--- src/rtl/simon_pkg.sv ---
// Shared Simon game types: state codes, LFSR polynomial and press validation helper.
// Latency: n/a (types and pure functions only); backpressure: n/a.
package simon_pkg;

  typedef enum logic [2:0] {
    S_IDLE     = 3'd0,
    S_GROW     = 3'd1,
    S_SHOW_ON  = 3'd2,
    S_SHOW_OFF = 3'd3,
    S_INPUT    = 3'd4,
    S_WIN      = 3'd5,
    S_LOSE     = 3'd6
  } state_t;

  // Right-shifting Galois form of x^16 + x^14 + x^13 + x^11 + 1
  localparam logic [15:0] LFSR_TAPS = 16'hB400;

  function automatic logic onehot_valid(input logic [7:0] v);
    return (v != 8'd0) && ((v & (v - 8'd1)) == 8'd0);
  endfunction

endpackage

--- src/rtl/simon_if.sv ---
// Game-side bundle between the button decoder, the engine and the LED/debug display.
// Latency: n/a (wiring only); backpressure: none, all signals are levels or one-cycle pulses.
interface simon_if #(
  parameter int NUM_CH = 4,
  parameter int LW     = 5
);
  logic              tick;
  logic              start;
  logic [NUM_CH-1:0] btn;
  logic [NUM_CH-1:0] led;
  logic              error_led;
  logic              win_led;
  logic [2:0]        state;
  logic [LW-1:0]     level;
  logic              busy;

  modport master (
    output tick, start, btn,
    input  led, error_led, win_led, state, level, busy
  );

  modport slave (
    input  tick, start, btn,
    output led, error_led, win_led, state, level, busy
  );
endinterface

--- src/rtl/simon_seq_mem.sv ---
// Sequence store: one channel number per step, written during GROW, read by step index.
// Latency: write lands at the next clk edge, read is combinational; backpressure: none.
module simon_seq_mem #(
  parameter int DEPTH = 16,
  parameter int DW    = 2,
  parameter int AW    = 5
) (
  input  logic          clk,
  input  logic          we,
  input  logic [AW-1:0] waddr,
  input  logic [DW-1:0] wdata,
  input  logic [AW-1:0] raddr,
  output logic [DW-1:0] rdata
);

  logic [DW-1:0] mem [DEPTH];

  always_ff @(posedge clk) begin
    if (we) mem[waddr] <= wdata;
  end

  assign rdata = mem[raddr];

endmodule

--- src/rtl/simon_engine.sv ---
// Simon game core: grows an LFSR sequence, plays it on the LEDs, checks presses; SIMON_TIMEOUT_EN adds an input timeout.
// Latency: a press updates state at the edge ending its cycle, outputs follow one cycle later; backpressure: none.
module simon_engine
  import simon_pkg::*;
#(
  parameter int          NUM_CH        = 4,
  parameter int          MAX_LEN       = 16,
  parameter int          ON_TICKS      = 2,
  parameter int          OFF_TICKS     = 1,
  parameter int          TIMEOUT_TICKS = 8,
  parameter logic [15:0] SEED          = 16'hACE1
) (
  input logic    clk,
  input logic    reset,
  simon_if.slave bus
);

  localparam int LW    = $clog2(MAX_LEN + 1);
  localparam int CW    = (NUM_CH > 1) ? $clog2(NUM_CH) : 1;
  localparam int TMAX0 = (ON_TICKS > OFF_TICKS) ? ON_TICKS : OFF_TICKS;
  localparam int TMAX  = (TMAX0 > TIMEOUT_TICKS) ? TMAX0 : TIMEOUT_TICKS;
  localparam int TW    = $clog2(TMAX + 1);

  state_t            st;
  logic [LW-1:0]     level;
  logic [LW-1:0]     idx;
  logic [15:0]       lfsr;
  logic [NUM_CH-1:0] btn_q;
  logic [TW-1:0]     tcnt;
  logic [CW-1:0]     rd_ch;
  logic [CW-1:0]     wr_ch;
  logic [NUM_CH-1:0] exp_oh;
  logic [NUM_CH-1:0] led_d;
  logic              press;
  logic              correct;
  logic              last;

  assign wr_ch   = CW'(lfsr[15:8] % 8'(NUM_CH));
  assign exp_oh  = {{(NUM_CH-1){1'b0}}, 1'b1} << rd_ch;
  // Rising edge from all-released only, so a rejected chord needs a full release
  assign press   = (bus.btn != '0) && (btn_q == '0) && onehot_valid(8'(bus.btn));
  assign correct = (bus.btn == exp_oh);
  assign last    = (idx == level - LW'(1));

  simon_seq_mem #(
    .DEPTH (MAX_LEN),
    .DW    (CW),
    .AW    (LW)
  ) u_mem (
    .clk   (clk),
    .we    (st == S_GROW),
    .waddr (level),
    .wdata (wr_ch),
    .raddr (idx),
    .rdata (rd_ch)
  );

  always_ff @(posedge clk or negedge reset) begin
    if (!reset) begin
      st    <= S_IDLE;
      level <= '0;
      idx   <= '0;
      lfsr  <= SEED;
      btn_q <= '0;
      tcnt  <= '0;
    end else begin
      lfsr  <= {1'b0, lfsr[15:1]} ^ (lfsr[0] ? LFSR_TAPS : 16'h0000);
      btn_q <= bus.btn;
      case (st)
        S_IDLE, S_WIN, S_LOSE: begin
          if (bus.start) begin
            st    <= S_GROW;
            level <= '0;
            idx   <= '0;
            tcnt  <= '0;
          end
        end
        S_GROW: begin
          if (level != LW'(MAX_LEN)) level <= level + LW'(1);
          idx  <= '0;
          tcnt <= '0;
          st   <= S_SHOW_ON;
        end
        S_SHOW_ON: begin
          if (bus.tick) begin
            if (tcnt == TW'(ON_TICKS - 1)) begin
              st   <= S_SHOW_OFF;
              tcnt <= '0;
            end else begin
              tcnt <= tcnt + TW'(1);
            end
          end
        end
        S_SHOW_OFF: begin
          if (bus.tick) begin
            if (tcnt == TW'(OFF_TICKS - 1)) begin
              tcnt <= '0;
              if (last) begin
                st  <= S_INPUT;
                idx <= '0;
              end else begin
                st  <= S_SHOW_ON;
                idx <= idx + LW'(1);
              end
            end else begin
              tcnt <= tcnt + TW'(1);
            end
          end
        end
        S_INPUT: begin
          // A press in the same cycle as a tick wins and restarts the tick count
          if (press) begin
            tcnt <= '0;
            if (!correct)                   st  <= S_LOSE;
            else if (!last)                 idx <= idx + LW'(1);
            else if (level == LW'(MAX_LEN)) st  <= S_WIN;
            else                            st  <= S_GROW;
          end
`ifdef SIMON_TIMEOUT_EN
          else if (bus.tick) begin
            if (tcnt == TW'(TIMEOUT_TICKS - 1)) begin
              st   <= S_LOSE;
              tcnt <= '0;
            end else begin
              tcnt <= tcnt + TW'(1);
            end
          end
`endif
        end
        default: st <= S_IDLE;
      endcase
    end
  end

  always_comb begin
    led_d = '0;
    case (st)
      S_SHOW_ON, S_LOSE: led_d = exp_oh;
      S_INPUT:           led_d = btn_q;
      S_WIN:             led_d = '1;
      default:           led_d = '0;
    endcase
  end

  assign bus.led       = led_d;
  assign bus.error_led = (st == S_LOSE);
  assign bus.win_led   = (st == S_WIN);
  assign bus.busy      = (st != S_IDLE) && (st != S_WIN) && (st != S_LOSE);
  assign bus.state     = st;
  assign bus.level     = level;

endmodule

--- src/flat_wrapper.sv ---
// flat-port wrapper written by rule: the top's interface ports become plain ports
module simon_engine_flat import simon_pkg::*;
#(
  parameter int          NUM_CH        = 4,
  parameter int          MAX_LEN       = 16,
  parameter int          ON_TICKS      = 2,
  parameter int          OFF_TICKS     = 1,
  parameter int          TIMEOUT_TICKS = 8,
  parameter logic [15:0] SEED          = 16'hACE1
)
  (clk, reset, bus_tick, bus_start, bus_btn, bus_led, bus_error_led, bus_win_led, bus_state, bus_level, bus_busy);
  simon_if #(.NUM_CH(NUM_CH), .LW(($clog2(MAX_LEN + 1)))) bus_i ();
  input logic clk;
  input logic reset;
  input wire logic [$bits(bus_i.tick)-1:0] bus_tick;
  input wire logic [$bits(bus_i.start)-1:0] bus_start;
  input wire logic [$bits(bus_i.btn)-1:0] bus_btn;
  output wire logic [$bits(bus_i.led)-1:0] bus_led;
  output wire logic [$bits(bus_i.error_led)-1:0] bus_error_led;
  output wire logic [$bits(bus_i.win_led)-1:0] bus_win_led;
  output wire logic [$bits(bus_i.state)-1:0] bus_state;
  output wire logic [$bits(bus_i.level)-1:0] bus_level;
  output wire logic [$bits(bus_i.busy)-1:0] bus_busy;
  assign bus_i.tick = bus_tick;
  assign bus_i.start = bus_start;
  assign bus_i.btn = bus_btn;
  assign bus_led = bus_i.led;
  assign bus_error_led = bus_i.error_led;
  assign bus_win_led = bus_i.win_led;
  assign bus_state = bus_i.state;
  assign bus_level = bus_i.level;
  assign bus_busy = bus_i.busy;
  simon_engine #(.NUM_CH(NUM_CH), .MAX_LEN(MAX_LEN), .ON_TICKS(ON_TICKS), .OFF_TICKS(OFF_TICKS), .TIMEOUT_TICKS(TIMEOUT_TICKS), .SEED(SEED)) u_core (.clk(clk), .reset(reset), .bus(bus_i));
endmodule
--- config.mk ---
export PLATFORM = sky130hd
export DESIGN_NAME = simon_engine_flat
export DESIGN_NICKNAME = d
export VERILOG_FILES = /design/src/rtl/simon_pkg.sv /design/src/rtl/simon_if.sv /design/src/rtl/simon_seq_mem.sv /design/src/rtl/simon_engine.sv /design/src/flat_wrapper.sv
export SDC_FILE = /design/constraint.sdc
export NUM_CORES = 1
export LEC_CHECK = 0
export CAP_MARGIN = 20
export CORE_UTILIZATION = 60
export DETAILED_ROUTE_END_ITERATION = 10
export HOLD_SLACK_MARGIN = 0.08
export PLACE_DENSITY_LB_ADDON = 0.15
export REMOVE_ABC_BUFFERS = 1
export SETUP_SLACK_MARGIN = 0.5
export SLEW_MARGIN = 5
export SYNTH_ARGS = -nofsm -noshare
export SYNTH_HDL_FRONTEND = slang
export SYNTH_SLANG_ARGS = --single-unit
--- constraint.sdc ---
create_clock -name clk -period 7.35 [get_ports clk]
set_clock_uncertainty 0.2 [all_clocks]
set_input_delay 1.8375 -clock clk [delete_from_list [all_inputs] [get_ports clk]]
set_output_delay 1.8375 -clock clk [all_outputs]
set_load 0.1 [all_outputs]
==> run_results.csv <==
group,metric,value,unit
run_status,status,"completed",
grt,antenna_found_initial,0,
power_and_ir_drop,p_sw,720,uW
synthesis,yosys.area.top_type,"edfxtp_1",
final_layout,area_growth,13.7,%
worst_setup_path,cpPeakStageDelay,1160,ps
grt,grtUsageTotal,25.4,%
power_and_ir_drop,seqPwrFrac,34.1,%
synthesis,ys_ff_latch,69,
timing,hold_viol,0,
floorplan,die_h,76.8,microns
power_and_ir_drop,vdd_drop_max,0.000343,V
clock_network,clock_path_buffers,2,
synthesis,synth_top_area_share,28.6,%
timing,worst_pin_slew,975,ps
place,place_ws,1970,ps
worst_setup_path,crit_family,"buffers and inverters",
clock_network,holdBufCountCts,0,
timing,rsz0062_at_grt,"no",
floorplan,fp-row-count,26,
timing,tns,0,ps
place,placed_cell_area,3610,sq um
grt,first_global_vias,2176,
final_layout,layout-drive-gt1-share,10.6,%
clock_network,post_cts_buffers,0,
clock_network,cts_buffers,9,
final_layout,fin_area,3820,sq um
worst_hold_path,hold_start,"u_core.lfsr[4]",
floorplan,initial_core_util,64.1,%
clock_network,cts.sinks,69,
routing,drtIter0Drc,216,
power_and_ir_drop,power_frac_comb,45.4,%
power_and_ir_drop,p_sw_share,45.7,%
synthesis,postSynth.asyncResetShare,53.6,%
floorplan,die_area,5900,sq um
routing,drcViolationCount,0,
synthesis,netlist_area,3360,sq um
routing,via_per_inst,6.02,
worst_setup_path,end_kind,"output port",
final_layout,filler_cell_count,346,
worst_setup_path,path_max_fanout,15,
floorplan,die_x,76.8,microns
place,port_buffers,22,
worst_setup_path,crit_path_start_kind,"flop",
timing,report.final.slew_viol_count,0,
final_layout,multi_input_area,1360,sq um
clock_network,clk_pin_slew,70,ps
run,cap_violations,0,
worst_hold_path,hp-class,"flop to flop",
place,placed_cells,366,
floorplan,core,5240,sq um
timing,fin_crit,5750,ps
synthesis,yosysWarnings,0,
worst_setup_path,rrSetupSlack,3940,ps
power_and_ir_drop,p_per_area,412,nW/um^2
power_and_ir_drop,p_int,854,uW
timing,setup_slack,1600,ps
final_layout,nets,324,
timing,setup_viol,0,
clock_network,clock_latency,340,ps
final_layout,seqCellArea,1900,sq um
clock_network,htree_levels,3,
routing,drt_pass1_iterations,4,
worst_hold_path,min_path_cells,0,
power_and_ir_drop,finalPower,1570,uW
synthesis,ys_seq_area_share,56.5,%
final_layout,insertedDiodeCount,0,
grt,grt_max_degree,38,
timing,clock.fmax,0.174,GHz
routing,vias,2298,
timing,slew_headroom,34.8,%
routing,ant_nets,0,
power_and_ir_drop,clkPwrFrac,20.5,%
worst_setup_path,startpoint,"u_core.idx[0]",
place,hpwl,4600,microns
routing,routed_wl,6680,microns
clock_network,cts.repair.resized,0,
final_layout,mostFrequentLayoutCells,"edfxtp_1 (32), dfrtp_1 (29), nor2_1 (21), clkdlybuf4s50_1 (21), o21ai_0 (18)",
synthesis,synth.distinct_cells,47,
final_layout,layout_commonest_cell,"edfxtp_1",
worst_setup_path,crit_buf_inv,1,
routing,wl_per_cell,17.5,microns
final_layout,fin_cells,382,
worst_setup_path,path_class,"flop to output port",
worst_setup_path,cp_data_arrival_time,3710,ps
grt,grt_pass1_wl,11000,microns
synthesis,synth_cells,285,
worst_setup_path,cp.depth,5,
power_and_ir_drop,p_leak,0.00145,uW
worst_setup_path,r2r_start,"u_core.idx[0]",
timing,fin_crit_sh,78.2,%
place,globalplace.congestion,0.838,
synthesis,yosys_most_used_dff,"edfxtp_1",
synthesis,syn_area_per_cell,11.8,sq um
grt,overflow,0,
synthesis,synth.area.top_cells,"edfxtp_1 (29%), dfrtp_1 (22%), dfstp_2 (6.3%), mux4_2 (4.0%), ha_1 (3.4%)",
worst_setup_path,critPathSlowestCell,"clkdlybuf4s50_1",
worst_setup_path,path_cells,"mux4_2 -> a22oi_1 -> nand3_1 -> o21ai_0 -> clkdlybuf4s50_1",
worst_setup_path,cp.required,5310,ps
synthesis,synth_edf_count,32,
clock_network,clock_tree.root_cell,"clkbuf_8",
worst_setup_path,rr_worst_depth,7,
clock_network,cts_tree,"yes",
floorplan,io_pins,23,
metal layers:
metal	vias to the layer above	track usage, %	part of all wire [%]
met4	0	9.81	0.84
met1	1132	34.8	44
met5	-	0	0
met3	4	6.79	7.4
met2	74	38.8	48
li1	1088	-	-
state kept, by name (all words and copies together) (netlist names):
name	count
u_core.u_mem.mem	32
u_core.lfsr	16
u_core.bus.level	5
u_core.idx	5
u_core.btn_q	4
u_core.tcnt	4
u_core.bus.state	3
metrics by stage:
step	hold slack [ps]	util, %
after floorplan	131	-
after global placement	133	68.8
after detailed placement	135	68.8
after CTS	151	72.9
after global routing	156	72.9
final	148	72.9
worst paths after layout:
| kind | end |
|---|---|
| worst min register to register | u_core.lfsr[3] |
| worst max-delay path | bus_led[0] |
| min in group asynchronous | u_core.bus.state[1] |
| max in group asynchronous | u_core.bus.level[4] |
| worst max register to register | u_core.idx[0] |
| worst min-delay path | u_core.lfsr[3] |
synthesized netlist by cell type (3+ instances only):
master	count
and2_1	14
clkbuf_1	9
ha_1	9
o211ai_1	4
a211o_1	4
and3_1	5
or3_1	4
nor2b_1	6
mux2i_1	7
a31oi_1	3
xor2_1	9
nand2_1	16
edfxtp_1	32
inv_1	12
a21oi_1	6
mux4_2	6
nor3_1	7
o21ai_0	18
a22o_1	3
xnor2_1	4
nand2b_1	3
nor4b_1	3
nor2_1	21
o21ai_1	5
dfrtp_1	29
nand3_1	13
dfstp_2	8
power groups by stage:
| stage | Clock [uW] | Combinational [uW] | Sequential, uW |
|---|---|---|---|
| final | 322 | 714 | 537 |
| after global routing | 340 | 764 | 551 |
| after CTS | 328 | 713 | 536 |
| after detailed placement | 0 | 707 | 543 |
| after global placement | 0 | 696 | 541 |
| after floorplan | 0 | 434 | 647 |
area by class of cell:
| class | count | area share [%] |
|---|---|---|
| multi-input combinational | 193 | 35.6 |
| clock inverter | 3 | 1.11 |
| clock buffer | 13 | 4.46 |
| inverter | 12 | 1.18 |
| timing repair buffer | 22 | 5.64 |
| sequential | 69 | 49.7 |
| tap | 70 | 2.29 |
cells by family (layout without fill, tap and decap cells):
family	Yosys count	after routing	share of synthesized area (%)
xor+xnor	13	13	3.39
fa+ha+maj	9	9	3.35
simple gates	98	98	15.1
buf+inv	23	50	3.02
compound gates	59	59	12.2
flops	69	69	56.5
mux	14	14	6.44
Note: power is estimated with default switching activity, not from simulation.
